--- config.mk ---
export PLATFORM = sky130hd
export DESIGN_NAME = mem_word_bank
export DESIGN_NICKNAME = d
export VERILOG_FILES = /design/src/rtl/mem_pkg.sv /design/src/rtl/mem_byte_word.sv /design/src/rtl/mem_word_bank.sv
export SDC_FILE = /design/constraint.sdc
export NUM_CORES = 1
export LEC_CHECK = 0
export CAP_MARGIN = 20
export CORE_ASPECT_RATIO = 0.6
export CORE_UTILIZATION = 40
export CTS_BUF_LIST = sky130_fd_sc_hd__clkbuf_16
export CTS_CLUSTER_DIAMETER = 80
export DETAILED_ROUTE_END_ITERATION = 7
export PLACE_DENSITY = 0.65
export SLEW_MARGIN = 20
export SYNTH_ARGS = -nofsm -noshare
export SYNTH_HDL_FRONTEND = slang
export SYNTH_SLANG_ARGS = --single-unit
--- constraint.sdc ---
create_clock -name clk -period 2.3 [get_ports clk]
set_input_delay 0.46 -clock clk [delete_from_list [all_inputs] [get_ports clk]]
set_output_delay 0.46 -clock clk [all_outputs]
set_load 0.03 [all_outputs]
--- src/rtl/mem_pkg.sv ---
// Shared constants and helpers for the byte-loaded word bank.
package mem_pkg;

  localparam logic MODE_ADDR   = 1'b0;
  localparam logic MODE_STREAM = 1'b1;

  // Ceiling log2; returns 0 for values 0 and 1.
  function automatic int unsigned clog2(input int unsigned value);
    int unsigned r;
    r = 0;
    for (int i = 0; i < 32; i++) begin
      if ((64'(1) << i) < 64'(value)) r = 32'(i + 1);
    end
    return r;
  endfunction

endpackage

--- src/rtl/mem_byte_word.sv ---
// One storage word with independently writable byte lanes.
module mem_byte_word #(
  parameter int unsigned WORD_BYTES = 4
) (
  input  logic                      clk,
  input  logic                      rst_n,
  input  logic                      clr,
  input  logic [WORD_BYTES-1:0]     we,
  input  logic [7:0]                din,
  output logic [WORD_BYTES*8-1:0]   q
);

  always_ff @(posedge clk or negedge rst_n) begin
    if (!rst_n) begin
      q <= '0;
    end else if (clr) begin
      q <= '0;
    end else begin
      for (int l = 0; l < int'(WORD_BYTES); l++) begin
        if (we[l]) q[l*8 +: 8] <= din;
      end
    end
  end

endmodule

--- src/rtl/mem_word_bank.sv ---
// Bank of byte-loaded words: addressed byte writes plus an auto-incrementing stream pointer.
module mem_word_bank
  import mem_pkg::*;
#(
  parameter  int unsigned WORD_BYTES = 4,
  parameter  int unsigned NUM_WORDS  = 4,
  localparam int unsigned AW = (NUM_WORDS  > 1) ? clog2(NUM_WORDS)  : 1,
  localparam int unsigned BW = (WORD_BYTES > 1) ? clog2(WORD_BYTES) : 1,
  localparam int unsigned PW = clog2(NUM_WORDS * WORD_BYTES + 1)
) (
  input  logic                    clk,
  input  logic                    rst_MEM_n,
  input  logic                    MEM_LOAD,
  input  logic [7:0]              MEM_IN,
  input  logic                    MEM_MODE,
  input  logic [AW-1:0]           MEM_WADDR,
  input  logic [BW-1:0]           MEM_LOAD_VAL,
  input  logic                    MEM_CLR,
  input  logic [AW-1:0]           MEM_RSEL,
  output logic [WORD_BYTES*8-1:0] MEM_OUT,
  output logic [PW-1:0]           MEM_PTR,
  output logic                    MEM_WORD_DONE,
  output logic                    MEM_FULL,
  output logic                    MEM_OVF
);

  localparam int unsigned TOTAL = NUM_WORDS * WORD_BYTES;

  logic [PW-1:0] ptr;
  logic [AW-1:0] s_word;
  logic [BW-1:0] s_lane;
  logic          full;
  logic          ovf;
  logic          word_done;

  logic          stream_req_c;
  logic          stream_wr_c;
  logic          addr_wr_c;
  logic          last_lane_c;
  logic          wr_en_c;
  logic [AW-1:0] wr_word_c;
  logic [BW-1:0] wr_lane_c;

  logic [WORD_BYTES-1:0]   we    [NUM_WORDS];
  logic [WORD_BYTES*8-1:0] words [NUM_WORDS];

  assign stream_req_c = MEM_LOAD && (MEM_MODE == MODE_STREAM) && !MEM_CLR;
  assign stream_wr_c  = stream_req_c && !full;
  assign addr_wr_c    = MEM_LOAD && (MEM_MODE == MODE_ADDR) && !MEM_CLR
                        && ({1'b0, MEM_WADDR}    < (AW+1)'(NUM_WORDS))
                        && ({1'b0, MEM_LOAD_VAL} < (BW+1)'(WORD_BYTES));
  assign last_lane_c  = (s_lane == BW'(WORD_BYTES - 1));

  // Word/lane pair tracks the pointer so no divider is needed on the write path.
  always_ff @(posedge clk or negedge rst_MEM_n) begin
    if (!rst_MEM_n) begin
      ptr       <= '0;
      s_word    <= '0;
      s_lane    <= '0;
      full      <= 1'b0;
      ovf       <= 1'b0;
      word_done <= 1'b0;
    end else if (MEM_CLR) begin
      ptr       <= '0;
      s_word    <= '0;
      s_lane    <= '0;
      full      <= 1'b0;
      ovf       <= 1'b0;
      word_done <= 1'b0;
    end else begin
      word_done <= stream_wr_c && last_lane_c;
      if (stream_wr_c) begin
        ptr  <= ptr + PW'(1);
        full <= (ptr == PW'(TOTAL - 1));
        if (last_lane_c) begin
          s_lane <= '0;
          s_word <= s_word + AW'(1);
        end else begin
          s_lane <= s_lane + BW'(1);
        end
      end
      if (stream_req_c && full) ovf <= 1'b1;
    end
  end

  // Byte-lane write-enable decode for whichever mode owns the write.
  always_comb begin
    wr_en_c   = addr_wr_c;
    wr_word_c = MEM_WADDR;
    wr_lane_c = MEM_LOAD_VAL;
    if (MEM_MODE == MODE_STREAM) begin
      wr_en_c   = stream_wr_c;
      wr_word_c = s_word;
      wr_lane_c = s_lane;
    end
    for (int w = 0; w < int'(NUM_WORDS); w++) begin
      we[w] = '0;
      for (int l = 0; l < int'(WORD_BYTES); l++) begin
        if (wr_en_c && (wr_word_c == AW'(w)) && (wr_lane_c == BW'(l))) we[w][l] = 1'b1;
      end
    end
  end

  for (genvar g = 0; g < int'(NUM_WORDS); g++) begin : g_word
    mem_byte_word #(
      .WORD_BYTES (WORD_BYTES)
    ) u_word (
      .clk   (clk),
      .rst_n (rst_MEM_n),
      .clr   (MEM_CLR),
      .we    (we[g]),
      .din   (MEM_IN),
      .q     (words[g])
    );
  end

  // Out-of-range selects fall through to zero.
  always_comb begin
    MEM_OUT = '0;
    for (int w = 0; w < int'(NUM_WORDS); w++) begin
      if (MEM_RSEL == AW'(w)) MEM_OUT = words[w];
    end
  end

  assign MEM_PTR       = ptr;
  assign MEM_WORD_DONE = word_done;
  assign MEM_FULL      = full;
  assign MEM_OVF       = ovf;

endmodule

==> flow_summary.json <==
{
  "period_needed_ns": 2.147,
  "skew_ns": 0.01654,
  "fin_hold_ws_ns": 0.03953,
  "grt_pass1_vias": 6108,
  "drt_first_pass_iters": 6,
  "top_layer": "met4",
  "cpPeakStageDelay_ns": 0.59,
  "start_util_pct": 41.18,
  "hp-class": "in -> async",
  "drc": 0,
  "seq_area_mm2": 0.003503,
  "dp_hpwl_mm": 11.85,
  "p_comb_share_pct": 10.6,
  "core_region_area_mm2": 0.01722,
  "cts_max_level": 4,
  "syn_area_mm2": 0.007092,
  "ys.flop_type": "dfrtp_1",
  "path_class": "in -> out",
  "antenna_found_initial": 0,
  "fmax_mhz": 465.8,
  "min_period_over_period_pct": 93.34,
  "p_seq_share_pct": 43.9,
  "synthToLayoutAreaGrowth_pct": 25.76,
  "critical_path.startpoint_type": "input port",
  "cts_tree": "yes",
  "ys_warn_count": 0,
  "synthArstFlopShare_pct": 100.0,
  "clock_latency_ns": 0.43,
  "ir_worst_vdd_uv": 602.8,
  "ys_ff_latch": 140,
  "cts.path.max_buffers": 2,
  "drive_above_1_share_pct": 20.26,
  "gp_congestion": 0.7725,
  "numCtsBuffers": 17,
  "p_leak_nw": 3.489,
  "root_buffer": "clkbuf_16",
  "switching_share_pct": 27.83,
  "antenna_cells": 0,
  "worst_pin_slew_ns": 0.7361,
  "rsz0062_at_grt": "false",
  "slew_headroom_pct": 50.93,
  "die_area_mm2": 0.01828,
  "drt_wl_total_mm": 20.60,
  "grt_max_degree": 70,
  "slew_viol_final": 0,
  "syn_nets": 739,
  "viasPerCell": 6.185,
  "dpl-instance-area_mm2": 0.008317,
  "die_y_um": 105.1,
  "port_buffers": 58,
  "critPathArrivalTime_ns": 1.69,
  "p_switching_w": 0.001582,
  "nNetsFinal": 769,
  "finish.instance_area_mm2": 0.008919,
  "status": "completed",
  "wl_met2_mm": 9.548,
  "cpMostUsedCell": "buf_12",
  "synth_compound_area_share_pct": 20.57,
  "ys_types": 43,
  "path_clk_slew_ns": 0.06,
  "ioPinCount": 59,
  "drtIter0Drc": 847,
  "wire_per_inst_um": 20.73,
  "wl_met1_mm": 8.744,
  "cp_cell_sequence": "buf_2 -> buf_12 -> mux4_2 -> buf_12",
  "synthMuxAreaShare_pct": 10.64,
  "synth_top_family_by_area": "compound AO/OA/AOI/OAI gates",
  "yosys.area_share.simple_pct": 12.31,
  "endpoint_kind": "output port",
  "synth.most_common_cell": "dfrtp_1",
  "synth.area.top_cells": "dfrtp_1 (49%), mux4_2 (10%), o21ai_0 (9.6%)",
  "synth_top_area_share_pct": 49.40,
  "multi_input_area_mm2": 0.003173,
  "ant_nets": 0,
  "vias": 6148,
  "ctsHoldBuffers": 0,
  "synth_cells": 717,
  "row_count": 37,
  "max_cap_viol_count": 0,
  "clock-sinks": 140,
  "setup_violations": 0,
  "path_max_fanout": 13,
  "synthAdderAreaFrac_pct": 0.5293,
  "grt-ovfl-total": 0,
  "synth-xor-area-share_pct": 0.3705,
  "track_usage_pct": 23.08,
  "ys_top_cells_by_count": "dfrtp_1 (140), o21ai_0 (136), nand3_1 (130)",
  "critPathRequiredTime_ns": 1.84,
  "p_per_area_mw_per_mm2": 637.3,
  "wl_met3_mm": 2.093,
  "clockPowerShare_pct": 45.5,
  "syn_area_per_cell_um2": 9.891,
  "die_x_um": 173.9,
  "grt_pass1_wl_mm": 32.71,
  "fillers": 1513,
  "hold_violations": 0,
  "synth_edf_count": 0,
  "synth_top_area_cell": "dfrtp_1",
  "slowest_stage": "mux4_2",
  "intPower_w": 0.004102,
  "synth-seq-area-share_pct": 49.40
}
-- critical path: cells and delay by family --
family | cells | cell delay (ns)
buf+inv | 3 | 0.63
mux | 1 | 0.59
-- routing by layer --
layer	global-route usage [%]	vias up
met5	0	-
met4	7.769	0
met3	5.313	32
met2	35.49	370
met1	32.16	3063
li1	-	2683
-- cell families after synthesis --
group,count (synthesis)
simple gates,165
buf+inv,94
mux,34
fa+ha+maj,3
flops,140
compound gates,278
xor+xnor,3
-- sequential cells by signal (all words and copies together) (netlist names) --
name,flops
g_word.u_word.q,128
s_word,2
MEM_WORD_DONE,1
s_lane,2
MEM_OVF,1
MEM_FULL,1
MEM_PTR,5
-- worst paths after layout --
| kind | from | end | slack [ns] | cells after the start |
|---|---|---|---|---|
| worst max-delay path | MEM_RSEL[0] | MEM_OUT[23] | 0.15 | 4 |
| worst min-delay path | rst_MEM_n | g_word[1].u_word.q[2] | 0.04 | 1 |
| worst max register to register | MEM_FULL | g_word[2].u_word.q[23] | 0.51 | 5 |
| worst min register to register | MEM_OVF | MEM_OVF | 0.50 | 2 |
| max in group asynchronous | rst_MEM_n | g_word[1].u_word.q[0] | 1.52 | 2 |
| min in group clk | MEM_CLR | s_word[0] | 0.24 | 2 |
-- power by group through the flow --
stage,logic (W),registers [W],clock network [W]
floorplan,0.000300,0.00254,0
global placement,0.000568,0.00254,0
detailed placement,0.000583,0.00254,0
CTS,0.000589,0.00250,0.00262
global route,0.000639,0.00250,0.00275
finish,0.000601,0.00250,0.00259
-- placed cells by master, fill, tap and decap left out, drive strengths merged, types with 7 or more instances in the layout --
cell	count
buf	79
clkbuf	18
nand3	130
mux4	32
dfrtp	140
inv	10
a21oi	128
nand2	7
o21ai	136
clkdlybuf4s50	22
-- area by class of cell --
cell class / count / area share [%]
clock inverter: 15 / 1.417
multi-input combinational: 483 / 35.58
tap: 234 / 3.283
timing repair buffer: 103 / 15.59
clock buffer: 17 / 4.770
inverter: 2 / 0.08418
sequential: 140 / 39.28
-- timing repair --
item	in CTS	in global routing
gates resized for setup	0	1
setup buffers	3	0
setup endpoints to repair	2	2
gates cloned	0	1
-- through the flow --
step	instances	setup TNS (ns)	power [W]	setup WS, ns	utilization, %
after floorplan	717	0	0.002842	0.2207	-
after global placement	958	-0.1380	0.003110	-0.01980	48.29
after detailed placement	958	-2.798	0.003126	-0.1102	48.29
after CTS	993	0	0.005709	0.01751	51.63
after global routing	994	0	0.005884	0.1022	51.79
final	994	0	0.005684	0.1531	51.79
Note: power is estimated with default switching activity, not from simulation.
==> patch: new RTL, same flow settings <==
Add an input register stage for `MEM_MODE`, without a reset; this delays it by one clock. The other inputs are not delayed to match.
--- a/src/rtl/mem_word_bank.sv
+++ b/src/rtl/mem_word_bank.sv
@@ -26,6 +26,12 @@
 
   localparam int unsigned TOTAL = NUM_WORDS * WORD_BYTES;
 
+  logic MEM_MODE_q;
+
+  always_ff @(posedge clk) begin
+    MEM_MODE_q <= MEM_MODE;
+  end
+
   logic [PW-1:0] ptr;
   logic [AW-1:0] s_word;
   logic [BW-1:0] s_lane;
@@ -44,9 +50,9 @@
   logic [WORD_BYTES-1:0]   we    [NUM_WORDS];
   logic [WORD_BYTES*8-1:0] words [NUM_WORDS];
 
-  assign stream_req_c = MEM_LOAD && (MEM_MODE == MODE_STREAM) && !MEM_CLR;
+  assign stream_req_c = MEM_LOAD && (MEM_MODE_q == MODE_STREAM) && !MEM_CLR;
   assign stream_wr_c  = stream_req_c && !full;
-  assign addr_wr_c    = MEM_LOAD && (MEM_MODE == MODE_ADDR) && !MEM_CLR
+  assign addr_wr_c    = MEM_LOAD && (MEM_MODE_q == MODE_ADDR) && !MEM_CLR
                         && ({1'b0, MEM_WADDR}    < (AW+1)'(NUM_WORDS))
                         && ({1'b0, MEM_LOAD_VAL} < (BW+1)'(WORD_BYTES));
   assign last_lane_c  = (s_lane == BW'(WORD_BYTES - 1));
@@ -88,7 +94,7 @@
     wr_en_c   = addr_wr_c;
     wr_word_c = MEM_WADDR;
     wr_lane_c = MEM_LOAD_VAL;
-    if (MEM_MODE == MODE_STREAM) begin
+    if (MEM_MODE_q == MODE_STREAM) begin
       wr_en_c   = stream_wr_c;
       wr_word_c = s_word;
       wr_lane_c = s_lane;
Check against the original RTL: not equivalent (a bounded check fails within 4 cycles, from zero or initial values and one cycle with rst_MEM_n low).
==> patch against the original RTL <==
  * Sequential cell count up 1
  * Clock power rose by 15%
  * Area after synthesis up 0.28%
  * Routed wire length up 1.8%
  * Power grew 6.6%
  * Setup slack got worse by 92 ps
  * Via count rose by 0.23%
  * Design area down 0.31%
  * First-iteration DRC count up 23%
  * Highest routed layer unchanged
  * Clock skew decreased by 5.9 ps
==> patch: results (changes against the original RTL) <==
Outcome = completed
Register bit total from synthesis = 141 (+0.71%)
Leak = 0.00346 uW (-0.84%)
NumNets Final = 759 (-1.3%)
Post-synthesis compound-gate area fraction = 0.204 (-0.00128)
Vias per cell = 6.26 (+1.2%)
Async S/R FF share, synth = 0.993 (-0.00709)
Avg Cell Area, Syn = 9.92 um2 (+0.28%)
Slowest-stage cell, CP = clkdlybuf4s50_1
Initial antenna violation count = 1 (+1)
Non-clk bufs = 92 (-11%)
Fill cell count = 1470 (-2.8%)
Placer Congestion = 0.897 (+16%)
Netlist cell types = 44 (+2.3%)
Register area share after synthesis = 0.495 (+0.00142)
Multi-input combinational area share = 0.356 (+0.000679)
PwrDens = 682 mW/mm2 (+7.0%)
Pre-CTS setup slack = 30.6 ps (+141 ps)
Die W = 174 um (+0.14%)
Vias in the first global route = 6024 (-1.4%)
Skew final = 10.7 ps (-5.89 ps)
Area post-placement = 0.00826 mm2 (-0.74%)
GRT Overall Usage = 0.238 (+0.00738)
Placed cell count = 952 (-0.63%)
Top post-synthesis cells by area = dfrtp_1 (49%), mux4_2 (10%), o21ai_0 (9.5%), nand3_1 (9.1%), a21oi_1 (9.0%)
Maximum vdd drop = 0.465 mV (-23%)
Post-CTS Setup Inserts = 0 (-3)
Combinational power share = 0.093 (-0.013)
Share of layout cells above drive strength 1 = 0.189 (-0.0133)
PnR Total Power = 6060 uW (+6.6%)
Worst slew pin tran = 776 ps (+39.6 ps)
First-pass GRT wire length = 33.8 mm (+3.3%)
Non-clock buffering overhead = 0.142 (-0.0139)
WP data arrival = 1780 ps (+90 ps)
Largest net degree at the start of global routing = 74 (+5.7%)
## patch: worst paths after layout
| check | end | startpoint | cells after the start | slack [ps] |
|---|---|---|---|---|
| worst max-delay path | MEM_OUT[2] | MEM_RSEL[1] | 4 | 60 |
| worst min-delay path | MEM_PTR[3]$_DFFE_PN0P_ | rst_MEM_n | 1 | 40 |
| worst max register to register | g_word[0].u_word.q[17]$_DFFE_PN0P_ | MEM_MODE_q$_DFF_P_ | 5 | 320 |
| worst min register to register | MEM_OVF$_DFFE_PN0P_ | MEM_OVF$_DFFE_PN0P_ | 2 | 510 |
| max in group asynchronous | g_word[1].u_word.q[25]$_DFFE_PN0P_ | rst_MEM_n | 2 | 1600 |
| min in group clk | s_word[0]$_DFFE_PN0P_ | MEM_CLR | 2 | 330 |
## patch: metal layers
metal / vias up / part of all wire / track usage
li1: 2669 / - / -
met1: 3125 / 0.45 / 0.352
met2: 343 / 0.44 / 0.344
met3: 25 / 0.096 / 0.0491
met4: 0 / 0.014 / 0.0877
met5: - / 0 / 0
